===== src/rtl/tron_pkg.sv =====
// Shared types and constants for the tron display path.
// Holds the direction encoding, colour enum values and screen size.
package tron_pkg;

  typedef enum logic [1:0] {
    DIR_DOWN  = 2'b00,
    DIR_UP    = 2'b01,
    DIR_RIGHT = 2'b10,
    DIR_LEFT  = 2'b11
  } dir_e;

  localparam logic [3:0] COL_BG         = 4'd0;
  localparam logic [3:0] COL_RED_TRAIL  = 4'd4;
  localparam logic [3:0] COL_BLUE_TRAIL = 4'd6;
  localparam logic [3:0] COL_BLOCK      = 4'd7;
  localparam logic [3:0] COL_TRANSP     = 4'd15;

  localparam int H_RES = 640;
  localparam int V_RES = 480;

endpackage


===== src/rtl/tron_head_probe.sv =====
// Head probe for one bike: places a point ahead of and beside the bike origin
// and flags when the current scan position lands exactly on it.
module tron_head_probe
  import tron_pkg::*;
#(
  parameter int HEAD_FWD  = 16,
  parameter int HEAD_SIDE = 3,
  parameter int SCR_W     = 640,
  parameter int SCR_H     = 480
) (
  input  logic       pix_valid,
  input  logic [9:0] draw_x,
  input  logic [9:0] draw_y,
  input  logic [9:0] bike_x,
  input  logic [9:0] bike_y,
  input  dir_e       bike_dir,
  output logic       probe_match
);

  logic [9:0] w_fwd;
  logic [9:0] w_side;
  logic [9:0] w_px;
  logic [9:0] w_py;

  assign w_fwd  = 10'(HEAD_FWD);
  assign w_side = 10'(HEAD_SIDE);

  // 10-bit wrap is intentional; a wrapped point lands off-screen and never matches.
  always_comb begin
    w_px = bike_x + w_side;
    w_py = bike_y + w_fwd;
    unique case (bike_dir)
      DIR_DOWN:  begin w_px = bike_x + w_side; w_py = bike_y + w_fwd;  end
      DIR_UP:    begin w_px = bike_x + w_side; w_py = bike_y - w_fwd;  end
      DIR_RIGHT: begin w_px = bike_x + w_fwd;  w_py = bike_y + w_side; end
      DIR_LEFT:  begin w_px = bike_x - w_fwd;  w_py = bike_y + w_side; end
      default:   begin w_px = bike_x + w_side; w_py = bike_y + w_fwd;  end
    endcase
  end

  assign probe_match = pix_valid
                    && (draw_x == w_px) && (draw_y == w_py)
                    && (int'(w_px) < SCR_W) && (int'(w_py) < SCR_H);

endmodule


===== src/rtl/tron_pixel_compositor.sv =====
// Two-stage pixel compositor: trail frame buffer + sprite overlay + blocked
// override, with per-frame head collision flags. Optional macro COMPOSITOR_HIT_CNT_EN adds hit_cnt.
module tron_pixel_compositor
  import tron_pkg::*;
#(
  parameter int NUM_PLAYERS  = 2,
  parameter int PIX_BITS     = 4,
  parameter int PIX_PER_WORD = 2,
  parameter int LANE_W       = 8,
  parameter int H_RES        = tron_pkg::H_RES,
  parameter int ADDR_W       = 19,
  parameter int HEAD_FWD     = 16,
  parameter int HEAD_SIDE    = 3,
  parameter int BG_COLOR     = int'(COL_BG),
  parameter int TRANSP       = int'(COL_TRANSP),
  parameter int BLOCK_COLOR  = int'(COL_BLOCK)
) (
  input  logic                             Clk,
  input  logic                             Reset,
  input  logic                             frame_clk,
  input  logic                             pix_valid,
  input  logic [9:0]                       DrawX,
  input  logic [9:0]                       DrawY,
  input  logic [NUM_PLAYERS*PIX_BITS-1:0]  sprite_px,
  input  logic [NUM_PLAYERS-1:0]           sprite_hit,
  input  logic [NUM_PLAYERS*10-1:0]        bike_x,
  input  logic [NUM_PLAYERS*10-1:0]        bike_y,
  input  logic [NUM_PLAYERS*2-1:0]         bike_dir,
  input  logic [NUM_PLAYERS-1:0]           is_blocked,
  output logic [ADDR_W-1:0]                fb_rd_addr,
  input  logic [PIX_PER_WORD*LANE_W-1:0]   fb_rd_data,
  output logic [PIX_BITS-1:0]              color_enum,
  output logic                             color_valid,
  output logic [NUM_PLAYERS-1:0]           hit,
  output logic                             hit_valid
`ifdef COMPOSITOR_HIT_CNT_EN
  ,
  output logic [NUM_PLAYERS*8-1:0]         hit_cnt
`endif
);

  localparam int WORDS_PER_LINE = H_RES / PIX_PER_WORD;
  localparam int LANE_SEL_W     = (PIX_PER_WORD > 1) ? $clog2(PIX_PER_WORD) : 1;

  logic [31:0]                      w_addr_full;
  logic [LANE_SEL_W-1:0]            w_lane;
  logic [NUM_PLAYERS-1:0]           w_probe_match;

  logic                             r1_valid;
  logic [LANE_SEL_W-1:0]            r1_lane;
  logic [NUM_PLAYERS*PIX_BITS-1:0]  r1_spx;
  logic [NUM_PLAYERS-1:0]           r1_shit;
  logic [NUM_PLAYERS-1:0]           r1_probe;

  logic [PIX_BITS-1:0]              w_trail;
  logic [PIX_BITS-1:0]              w_sprite_col;
  logic                             w_sprite_any;
  logic [PIX_BITS-1:0]              w_color;
  logic [NUM_PLAYERS-1:0]           w_probe_hit;
  logic [NUM_PLAYERS-1:0]           w_hit_next;
  logic                             w_frame_edge;

  logic [PIX_BITS-1:0]              r_color;
  logic                             r_color_valid;
  logic [NUM_PLAYERS-1:0]           r_acc;
  logic [NUM_PLAYERS-1:0]           r_hit;
  logic                             r_hit_valid;
  logic                             r_fclk_d;

  // S0: address is combinational so the RAM's 1-cycle latency lines up with S1.
  assign w_addr_full = 32'(DrawX) / 32'(PIX_PER_WORD) + 32'(DrawY) * 32'(WORDS_PER_LINE);
  assign fb_rd_addr  = Reset ? '0 : w_addr_full[ADDR_W-1:0];
  assign w_lane      = LANE_SEL_W'(32'(DrawX) % 32'(PIX_PER_WORD));

  for (genvar g = 0; g < NUM_PLAYERS; g++) begin : g_probe
    tron_head_probe #(
      .HEAD_FWD  (HEAD_FWD),
      .HEAD_SIDE (HEAD_SIDE),
      .SCR_W     (H_RES),
      .SCR_H     (V_RES)
    ) u_probe (
      .pix_valid   (pix_valid),
      .draw_x      (DrawX),
      .draw_y      (DrawY),
      .bike_x      (bike_x[10*g +: 10]),
      .bike_y      (bike_y[10*g +: 10]),
      .bike_dir    (dir_e'(bike_dir[2*g +: 2])),
      .probe_match (w_probe_match[g])
    );
  end

  always_ff @(posedge Clk) begin
    if (Reset) begin
      r1_valid <= 1'b0;
      r1_lane  <= '0;
      r1_spx   <= '0;
      r1_shit  <= '0;
      r1_probe <= '0;
    end else begin
      r1_valid <= pix_valid;
      r1_lane  <= w_lane;
      r1_spx   <= sprite_px;
      r1_shit  <= sprite_hit;
      r1_probe <= w_probe_match;
    end
  end

  // S1: fb_rd_data is valid now for the address issued in S0.
  assign w_trail = fb_rd_data[int'(r1_lane)*LANE_W +: PIX_BITS];

  // Walk high to low so the lowest visible player index wins.
  always_comb begin
    w_sprite_any = 1'b0;
    w_sprite_col = '0;
    for (int i = NUM_PLAYERS - 1; i >= 0; i--) begin
      if (r1_shit[i] && (r1_spx[i*PIX_BITS +: PIX_BITS] != PIX_BITS'(TRANSP))) begin
        w_sprite_any = 1'b1;
        w_sprite_col = r1_spx[i*PIX_BITS +: PIX_BITS];
      end
    end
    if (|is_blocked)
      w_color = PIX_BITS'(BLOCK_COLOR);
    else if (w_sprite_any)
      w_color = w_sprite_col;
    else
      w_color = w_trail;
  end

  always_ff @(posedge Clk) begin
    if (Reset) begin
      r_color       <= '0;
      r_color_valid <= 1'b0;
    end else begin
      r_color_valid <= r1_valid;
      if (r1_valid)
        r_color <= w_color;
    end
  end

  assign w_probe_hit  = (r1_probe & {NUM_PLAYERS{r1_valid}})
                      & {NUM_PLAYERS{w_trail != PIX_BITS'(BG_COLOR)}};
  assign w_hit_next   = r_acc | w_probe_hit;
  assign w_frame_edge = frame_clk & ~r_fclk_d;

  // A probe hit landing on the frame-edge cycle is folded into this frame's result.
  always_ff @(posedge Clk) begin
    if (Reset) begin
      r_fclk_d    <= 1'b0;
      r_acc       <= '0;
      r_hit       <= '0;
      r_hit_valid <= 1'b0;
    end else begin
      r_fclk_d <= frame_clk;
      if (w_frame_edge) begin
        r_hit       <= w_hit_next;
        r_acc       <= '0;
        r_hit_valid <= 1'b1;
      end else begin
        r_acc       <= w_hit_next;
        r_hit_valid <= 1'b0;
      end
    end
  end

`ifdef COMPOSITOR_HIT_CNT_EN
  logic [NUM_PLAYERS*8-1:0] r_hit_cnt;

  always_ff @(posedge Clk) begin
    if (Reset) begin
      r_hit_cnt <= '0;
    end else if (w_frame_edge) begin
      for (int i = 0; i < NUM_PLAYERS; i++) begin
        if (w_hit_next[i] && (r_hit_cnt[i*8 +: 8] != 8'hFF))
          r_hit_cnt[i*8 +: 8] <= r_hit_cnt[i*8 +: 8] + 8'd1;
      end
    end
  end

  assign hit_cnt = r_hit_cnt;
`endif

  assign color_enum  = r_color;
  assign color_valid = r_color_valid;
  assign hit         = r_hit;
  assign hit_valid   = r_hit_valid;

endmodule


===== config.mk =====
export PLATFORM = sky130hd
export DESIGN_NAME = tron_pixel_compositor
export DESIGN_NICKNAME = d
export VERILOG_FILES = /design/src/rtl/tron_pkg.sv /design/src/rtl/tron_head_probe.sv /design/src/rtl/tron_pixel_compositor.sv
export SDC_FILE = /design/constraint.sdc
export NUM_CORES = 1
export LEC_CHECK = 0
export BUFFER_PORTS_ARGS = -buffer_cell sky130_fd_sc_hd__buf_2
export CAP_MARGIN = 0
export CORE_MARGIN = 1
export CORE_UTILIZATION = 40
export CTS_BUF_LIST = sky130_fd_sc_hd__clkbuf_8
export CTS_CLUSTER_SIZE = 25
export DETAILED_ROUTE_END_ITERATION = 12
export HOLD_SLACK_MARGIN = 0.12
export PLACE_DENSITY = 0.66
export SYNTH_ARGS = -nofsm -noshare
export SYNTH_HDL_FRONTEND = slang
export SYNTH_SLANG_ARGS = --single-unit

===== constraint.sdc =====
create_clock -name Clk -period 3.4 [get_ports Clk]
set_input_delay 0.17 -clock Clk [delete_from_list [all_inputs] [get_ports Clk]]
set_output_delay 0.17 -clock Clk [all_outputs]
set_load 0.1 [all_outputs]

-- After elaboration in Yosys (flattened, before gate mapping)
Index checks and enable logic that the tools add are counted.
- $add $sub $neg: 13
- $mul: 1
- divide/modulo/power cells: 0
- $lt $le $gt $ge: 4
- eq/ne operators: 12
- shift-type cells: 1
- muxes and demuxes: 12
- bitwise operators: 5
- reductions and logical operators: 19
- operators with widths (cell ; count):
    one-hot mux 10 bit (3 select lines) ; 4
    adder 10 x 2 -> 10 bit (second input constant) ; 4
    adder 10 x 5 -> 10 bit (second input constant) ; 4
    equality test 10 bit ; 4
    subtractor 10 x 5 -> 10 bit (second input constant) ; 4
    less-than comparator 10 bit (second input constant) ; 2
    less-than comparator 10 x 9 -> 1 bit (second input constant) ; 2
    adder 9 x 19 -> 19 bit ; 1
    2-to-1 mux 19 bit ; 1
    2-to-1 mux 4 bit ; 4
    indexed part select 16 x 5 -> 4 bit ; 1
    multiplier 10 x 3 -> 13 bit (second input constant) ; 1
    OR reduction 2 bit ; 6
    logical AND 1 bit ; 10
    equality test 2 bit (second input constant) ; 4
    inequality test 4 bit (second input constant) ; 2
    bitwise AND 2 bit ; 2
    equality test 2 x 1 -> 1 bit (second input constant) ; 2
    zero test 2 bit ; 2
    nonzero test 4 bit ; 1
    2-to-1 mux 1 bit ; 3
    OR 2 bit ; 1
    bitwise AND 1 bit ; 1
    inverter 1 bit ; 1
- flip-flop bits (word level): 25
- bits in latches: 0
- memory bits (writable): 0
- bits in read-only memories: 0
- logic and storage cells: 78
- memories: 0

-- Depth between registers and ports, before layout
Gate-level depths: netlist of the first run.
- word-level depth: 8
- mapped depth: 13
- gate-level depth less buffers: 10

-- Hierarchy
A second synthesis of the first run with hierarchy kept.
- cell total of the unflattened synthesis: 519
- area, all modules: 4008.8 µm²
- by module, submodules not included (module ; times used ; cells each ; area each (µm²) ; seq. area each (µm²)):
    tron_head_probe ; 2 ; 154 ; 1092.3 ; 0.0
    tron_pixel_compositor ; 1 ; 211 ; 1824.2 ; 500.5

-- Worst setup path after synthesis of the first run
No wires, ideal clock.
- kind: input to output
- start: input port DrawY[2]
- end: output port fb_rd_addr[18]
- data arrival time: 3.654 ns
- data required time: 3.230 ns
- setup slack: -0.424 ns
- stages on the path: 8
- path buffers: 0
- cells stage by stage: ha_1 ha_1 a211oi_1 o21ai_0 o211ai_1 a21oi_1 a21oi_1 o31ai_1
- word-level cells in the longest chain between the ends: 3
- RTL lines (what ; RTL line ; source):
    start: declaration ; tron_pixel_compositor.sv:23 ; input logic [9:0] DrawY,
    multiplier 10 x 3 -> 13 bit ; tron_pixel_compositor.sv:71 ; assign w_addr_full = 32'(DrawX) / 32'(PIX_PER_WORD) + 32'(DrawY) * 32'(WORDS_PER_LINE);
    adder 9 x 19 -> 19 bit ; tron_pixel_compositor.sv:71 ;
    2-to-1 mux 19 bit ; tron_pixel_compositor.sv:72 ; assign fb_rd_addr = Reset ? '0 : w_addr_full[ADDR_W-1:0];
    end: declaration ; tron_pixel_compositor.sv:30 ; output logic [ADDR_W-1:0] fb_rd_addr,
Every way passes these cells.

-- Worst setup path after layout of the first run
- start: input port DrawY[1]
- end: output port fb_rd_addr[17]
Same word-level chain as after synthesis.

==> results of run 1 <==
==> worst paths after layout <==
path / startpoint / end / slack (ns) / depth (start not counted)
worst max-delay path: DrawY[1] / fb_rd_addr[17] / 0.30 / 11
worst min register to register: r_fclk_d$_SDFF_PP0_ / hit_valid$_SDFF_PP0_ / 0.42 / 1
worst max register to register: r1_lane$_SDFF_PP0_ / hit[1]$_SDFFE_PP0P_ / 1.89 / 5
worst min-delay path: sprite_hit[1] / r1_shit[1]$_SDFF_PP0_ / 0.12 / 2
==> worst reg2reg max path, cell delays in order (launching register included) <==
cell and delay (ns):
dfxtp_1 0.45, mux2_2 0.38, nor2_1 0.12, a31oi_1 0.14
a21oi_1 0.22, a211oi_1 0.09
==> cell families (layout without fill, tap and decap cells) <==
group                      Yosys count  in the layout  synth area share
buffers and inverters               42            143           0.04628
DFF                                 25             25            0.1403
muxes                               16             16           0.04698
xor gates and xnor gates            84             84            0.2083
and+or+nand+nor                    177            177            0.2616
adders and majority gates           29             29            0.1059
AOI/OAI and AO/OA                  102            102            0.1907
==> cell type report <==
type | count | area (um^2) | share of cell area
Multi-Input combinational cell | 408 | 2913 | 0.6701
Timing Repair Buffer | 121 | 680.7 | 0.1566
Sequential cell | 25 | 500.5 | 0.1151
Tap cell | 108 | 135.1 | 0.03109
Inverter | 18 | 67.56 | 0.01554
Clock buffer | 3 | 41.29 | 0.009499
Clock inverter | 1 | 8.758 | 0.002015
==> per-layer routing <==
| layer | global-route usage | wire (um) | vias to the layer above |
|---|---|---|---|
| li1 | - | - | 1906 |
| met1 | 0.2672 | 4397 | 1647 |
| met2 | 0.3439 | 4261 | 116 |
| met3 | 0.02347 | 592 | 11 |
| met4 | 0.03676 | 88 | 0 |
| met5 | 0 | 0 | - |
==> state kept, by name, summed over array words and instances (netlist names) <==
name and count:
color_valid 1, r1_shit 2, r_fclk_d 1, r1_valid 1, color_enum 4, hit 2
r1_spx 8, r1_probe 2, r1_lane 1, hit_valid 1, r_acc 2
==> layout by cell type, fill, tap and decap left out, types with 3 or more instances in the layout <==
cell type and instances:
mux2_2 4, o21ai_0 16, nor2b_1 29, nor3_1 14
a22oi_1 3, nor4b_1 4, o2111ai_1 6, a211oi_1 6
nand2_1 25, dfxtp_1 25, nand4_1 8, o21ai_1 4
clkbuf_8 3, a21o_1 4, xnor2_1 57, nand4b_1 3
dlygate4sd3_1 5, ha_1 27, inv_1 17, xor2_1 26
nor4_1 6, a21oi_1 27, o22ai_1 3, nor2_1 48
or4_1 3, mux2i_1 10, buf_12 3, nor3b_1 5
nand3_1 13, o211ai_1 5, a31oi_1 5, buf_2 111
nand2b_1 3
==> per-stage QoR <==
step / total power, uW / cells
after floorplan: 930.3 / 475
after global placement: 1117 / 675
after detailed placement: 1126 / 675
after CTS: 1311 / 684
after global routing: 1391 / 684
final: 1302 / 684
==> power by group through the flow <==
| stage | Clock, uW | Combinational, uW | Sequential (uW) |
|---|---|---|---|
| floorplan | 0 | 573 | 358 |
| CTS | 184 | 813 | 314 |
| global placement | 0 | 797 | 320 |
| finish | 178 | 810 | 314 |
| global route | 199 | 876 | 315 |
| detailed placement | 0 | 805 | 321 |
==> impl_metrics.csv, run 1 <==
group,metric,value,unit
yosys,ys_warn_count,0,
sta,tns,0,ns
yosys,synth_cells,475,
detailed_routing,drt-initial-drc-count,133,
pwr,ir_drop,0.1262,mV
flow_run,cap_violations,0,
hold_path,hp-class,"in2reg",
critical_path,crit_required,3.23,ns
pwr,swShare,0.4904,
pwr,pwr-share-seq,0.241,
yosys,synth_largest_area_cell,"dfxtp_1",
pwr,powerDensity,299.6,nW/um^2
critical_path,cp_cell_sequence,"buf_2, ha_1, ha_1, fa_1, a21o_1, a21oi_1, xnor2_1, nor3b_1, nand3_1, mux2_1, buf_12",
detailed_routing,drt_wl_total,9339,um
sta,hold_viol,0,
floorplan,die_w,96.45,um
outcome,status,"complete, but fails checks",
pwr,p_switching,638.6,uW
clock_network,cts-buffers-inserted,3,
clock_network,clk_pin_slew,0.08,ns
detailed_routing,drc,1,
critical_path,start_kind,"input pin",
yosys,syn_area,3568,um^2
final_layout,nFillCells,887,
critical_path,crit_path_max_incr_delay,0.44,ns
detailed_routing,viasPerCell,5.380,
clock_network,clkLatencyLatePin,0.27,ns
detailed_routing,drt_pass1_iterations,8,
floorplan,io_pins,123,
sta,fin_skew,0.009106,ns
clock_network,cts.sinks,25,
grt,antenna_found_initial,0,
floorplan,rows,34,
detailed_routing,postRouteAntennaNets,0,
critical_path,end_kind,"output port",
yosys,seq_area_frac_synth,0.1403,
final_layout,fin_area,4347,um^2
placed_design,place_area,4247,um^2
sta,setup_slack,0.3026,ns
final_layout,post-route-util,0.5009,
floorplan,chipHeight,96.45,um
detailed_routing,via_count,3680,
yosys,synth_most_common_cell,"xnor2_1",
critical_path,path_delay_family,"adder cells",
yosys,ys_ff_latch,25,
sta,worst_pin_slew,0.6211,ns
detailed_routing,wire_per_inst,13.65,um
sta,grt_setup_unrepaired,"no",
yosys,synthDistinctLibCells,64,
grt,track_usage,0.1992,
clock_network,ctsHoldBuffers,5,
yosys,synth-async-reset-ratio,0,
clock_network,post_cts_resized,0,
yosys,synthTopCellsByCount,"xnor2_1 (57), nor2_1 (49), nor2b_1 (30)",
critical_path,path_class,"in2out",
clock_network,cts_setup_buffers,0,
final_layout,area_growth_syn_to_layout,21.81,%
placed_design,port_buffers,114,
placed_design,dpl.hpwl,7717,um
sta,fin_crit_sh,0.9110,
yosys,yosys.area.top_type_share,0.1403,
yosys,synth_edf_count,0,
grt,grt-ovfl-total,0,
critical_path,cp_common_cell,"ha_1",
grt,grt_pass1_wl,14890,um
critical_path,arrival,2.93,ns
yosys,synth_area_leaders,"dfxtp_1 (14%), xnor2_1 (14%), ha_1 (9.5%)",
critical_path,path_max_fanout,6,
floorplan,dieArea,9303,um^2
final_layout,drive_gt1_frac,0.2274,
pwr,p_int,663.5,uW
clock_network,root_buffer,"clkbuf_8",
critical_path,slowest_stage,"fa_1",
yosys,syn-num-nets,600,
yosys,synth-main-ff-cell,"dfxtp_1",
pwr,clkPwrFrac,0.137,
final_layout,nNetsFinal,702,
clock_network,htree_levels,1,
clock_network,cts_tree,"built",
pwr,leakage,0.001856,uW
yosys,avgSynthCellArea,7.512,um^2
sta,period_needed,3.097,ns
critical_path,critPathBufInv,2,
clock_network,clk_path_buf_depth,2,
placed_design,place.gp.congestion,0.8533,
outcome,violations,"DRC",
floorplan,coreArea,8678,um^2
sta,slew_violations,0,
sta,slew_headroom,0.5794,
grt,grt_max_degree,43,
grt,grt_pass1_vias,3254,
sta,timing.fmax,322.8,MHz
sta,setup_violations,0,
sta,hold_slack,0.1226,ns
floorplan,start_util,0.4112,
final_layout,diodes,0,
placed_design,dp_slack,0.2973,ns
pwr,pwr-share-comb,0.622,
(Power assumes the default switching activity.)
==> run 2: changes to the inputs <==
MAX_ROUTING_LAYER = met4   (was default)
PLACE_DENSITY = default   (was 0.66)
SYNTH_HIERARCHICAL = 1   (was default)
==> impl_metrics.csv, run 2 <==
group,metric,value,unit
outcome,status,"finished clean",
detailed_routing,wl_met2,5283,um
final_layout,post-route-util,0.4965,
floorplan,die_w,102.1,um
final_layout,final_common_cell,"buf_2",
final_layout,diodes,0,
floorplan,rows,36,
yosys,synth_cells,519,
placed_design,place.gp.congestion,0.8661,
clock_network,cts_tree,"built",
detailed_routing,wire_per_inst,14.96,um
critical_path,cp-startpoint,"DrawY[1]",
yosys,syn-num-nets,644,
final_layout,final_cell_mix,"buf_2 (109), xnor2_1 (48), nand2_1 (35), nor2_1 (33), nor2b_1 (32)",
sta,fin_crit_sh,0.9567,
yosys,avgSynthCellArea,7.724,um^2
grt,grt-ovfl-total,0,
grt,track_usage,0.2224,
detailed_routing,viasPerCell,5.616,
sta,worst_pin_slew,0.8272,ns
detailed_routing,drt-initial-drc-count,136,
grt,grt_max_degree,43,
yosys,synth_area_leaders,"dfxtp_1 (12%), xnor2_1 (10%), ha_1 (8.4%)",
yosys,yosys.area.top_type_share,0.1248,
yosys,synth_largest_area_cell,"dfxtp_1",
critical_path,path_class,"in2out",
yosys,synth-main-ff-cell,"dfxtp_1",
final_layout,fin_area,4831,um^2
floorplan,chipHeight,102.1,um
sta,tns,0,ns
yosys,synthTopCellsByCount,"xnor2_1 (48), nand2_1 (35), nor2_1 (35)",
detailed_routing,drc,0,
critical_path,reg2reg_from,"r1_lane$_SDFF_PP0_",
critical_path,cp_cell_sequence,"buf_2, ha_1, ha_1, fa_1, a211o_1, a2111o_1, o311ai_2, nand3_2, or4_1, nand2_1, buf_12",
detailed_routing,drt_pass1_iterations,4,
hold_path,hp-start,"sprite_hit[0]",
yosys,ys_warn_count,6,
detailed_routing,drt_wl_total,11270,um
sta,slew_headroom,0.4486,
sta,hold_viol,0,
detailed_routing,drt-met1-wl,5277,um
pwr,finalPower,1387,uW
hold_path,hp-class,"in2reg",
clock_network,cts_setup_buffers,0,
critical_path,start_kind,"input pin",
yosys,syn_area,4009,um^2
pwr,powerDensity,287.2,nW/um^2
placed_design,port_buffers,114,
floorplan,coreArea,9729,um^2
pwr,leakage,0.002037,uW
yosys,synth_most_common_cell,"xnor2_1",
sta,slew_violations,0,
yosys,seq_area_frac_synth,0.1248,
final_layout,largest_reg_flops,8,
critical_path,path_max_fanout,7,
critical_path,cp_common_cell,"ha_1",
critical_path,slowest_stage,"or4_1",
clock_network,clk_pin_slew,0.08,ns
sta,fin_skew,0.003170,ns
yosys,synthDistinctLibCells,68,
detailed_routing,via_count,4229,
final_layout,area_growth_syn_to_layout,20.51,%
flow_run,cap_violations,0,
clock_network,htree_levels,1,
sta,period_needed,3.253,ns
floorplan,dieArea,10430,um^2
sta,grt_setup_unrepaired,"no",
final_layout,nFillCells,1006,
placed_design,dp_slack,0.1550,ns
sta,timing.fmax,307.4,MHz
critical_path,crit_path_max_incr_delay,0.49,ns
grt,grt_pass1_wl,18080,um
grt,grt_pass1_vias,3863,
placed_design,place_area,4745,um^2
sta,setup_violations,0,
sta,setup_slack,0.1474,ns
grt,antenna_found_initial,0,
critical_path,end_kind,"output port",
clock_network,clkLatencyLatePin,0.27,ns
floorplan,start_util,0.4120,
clock_network,cts.sinks,25,
clock_network,root_buffer,"clkbuf_8",
clock_network,cts-buffers-inserted,3,
yosys,synth-async-reset-ratio,0,
yosys,ys_ff_latch,25,
yosys,synth_edf_count,0,
final_layout,nNetsFinal,746,
placed_design,dpl.hpwl,9177,um
clock_network,clk_path_buf_depth,2,
final_layout,drive_gt1_frac,0.2565,
pwr,ir_drop,0.2646,mV
critical_path,arrival,3.08,ns
detailed_routing,postRouteAntennaNets,0,
final_layout,regMostFlops,"r1_spx",
critical_path,crit_required,3.23,ns
detailed_routing,route.met3.wl,560,um
detailed_routing,highest_layer,"met4",
floorplan,io_pins,123,
run 2: cell count changes after synthesis, moves of 7 or more:
cell	delta
xor2_1	-7
o32ai_1	+8
inv_1	+9
o21ai_0	+7
xnor2_1	-9
nand2_1	+10
nor2_1	-14
run 2: final timing paths:
path / to / slack (ns) / cells past startpoint
max reg2reg: hit[1]$_SDFFE_PP0P_ / 1.98 / 4
min: r1_shit[0]$_SDFF_PP0_ / 0.12 / 2
min reg2reg: hit_valid$_SDFF_PP0_ / 0.43 / 1
max: fb_rd_addr[17] / 0.15 / 11
run 2: metrics by stage:
step	instances	hold slack, ns
2_1_floorplan	519	0.2491
3_3_place_gp	745	0.3859
3_5_place_dp	745	0.3936
4_1_cts	753	0.1200
5_1_grt	753	0.1256
6_report	753	0.1227
run 2: cell families (layout without fill, tap and decap cells):
logic type	count (synthesis)	count (layout)	synth area share
adder cells (fa/ha/maj)	29	29	0.09426
AO/OA/AOI/OAI	120	120	0.2147
multiplexers	14	14	0.03558
flip-flops	25	25	0.1248
AND/OR/NAND/NOR	211	211	0.3159
buffers and inverters	50	151	0.05243
XOR/XNOR	70	70	0.1623
run 2: worst max-delay path, delay by kind of cell:
kind                       cells  cell delay [ns]
adders and majority gates      3             0.97
buffers and inverters          2             0.33
and+or+nand+nor                3             0.75
AOI/OAI and AO/OA              3             0.87
run 2: layer usage:
metal  GRT usage  vias to the layer above
li1            -                     2119
met1      0.2833                     1963
met2      0.3877                      133
met3    0.005472                       14
met4     0.05714                        0
met5           -                        -
run 2: layout make-up:
type	instances	area (um^2)	share of cell area
Multi-Input combinational cell	444	3312	0.6856
Timing Repair Buffer	121	708.2	0.1466
Sequential cell	25	500.5	0.1036
Tap cell	133	166.4	0.03445
Inverter	26	97.59	0.02020
Clock buffer	3	41.29	0.008547
Clock inverter	1	5.005	0.001036
run 2: repair_timing:
action	in CTS	in global routing
endpoints found under the hold margin	4	0
gates resized for setup	0	0
hold buffers	4	0
endpoints found under the setup margin	0	0
run 2: report_power, final:
| group | switching (uW) | internal (uW) | leakage [uW] | total [uW] |
|---|---|---|---|---|
| combinational | 582 | 317 | 0.00181 | 899 |
| sequential | 7.91 | 306 | 0.000206 | 314 |
| clock | 91.8 | 82.1 | 0.0000255 | 174 |
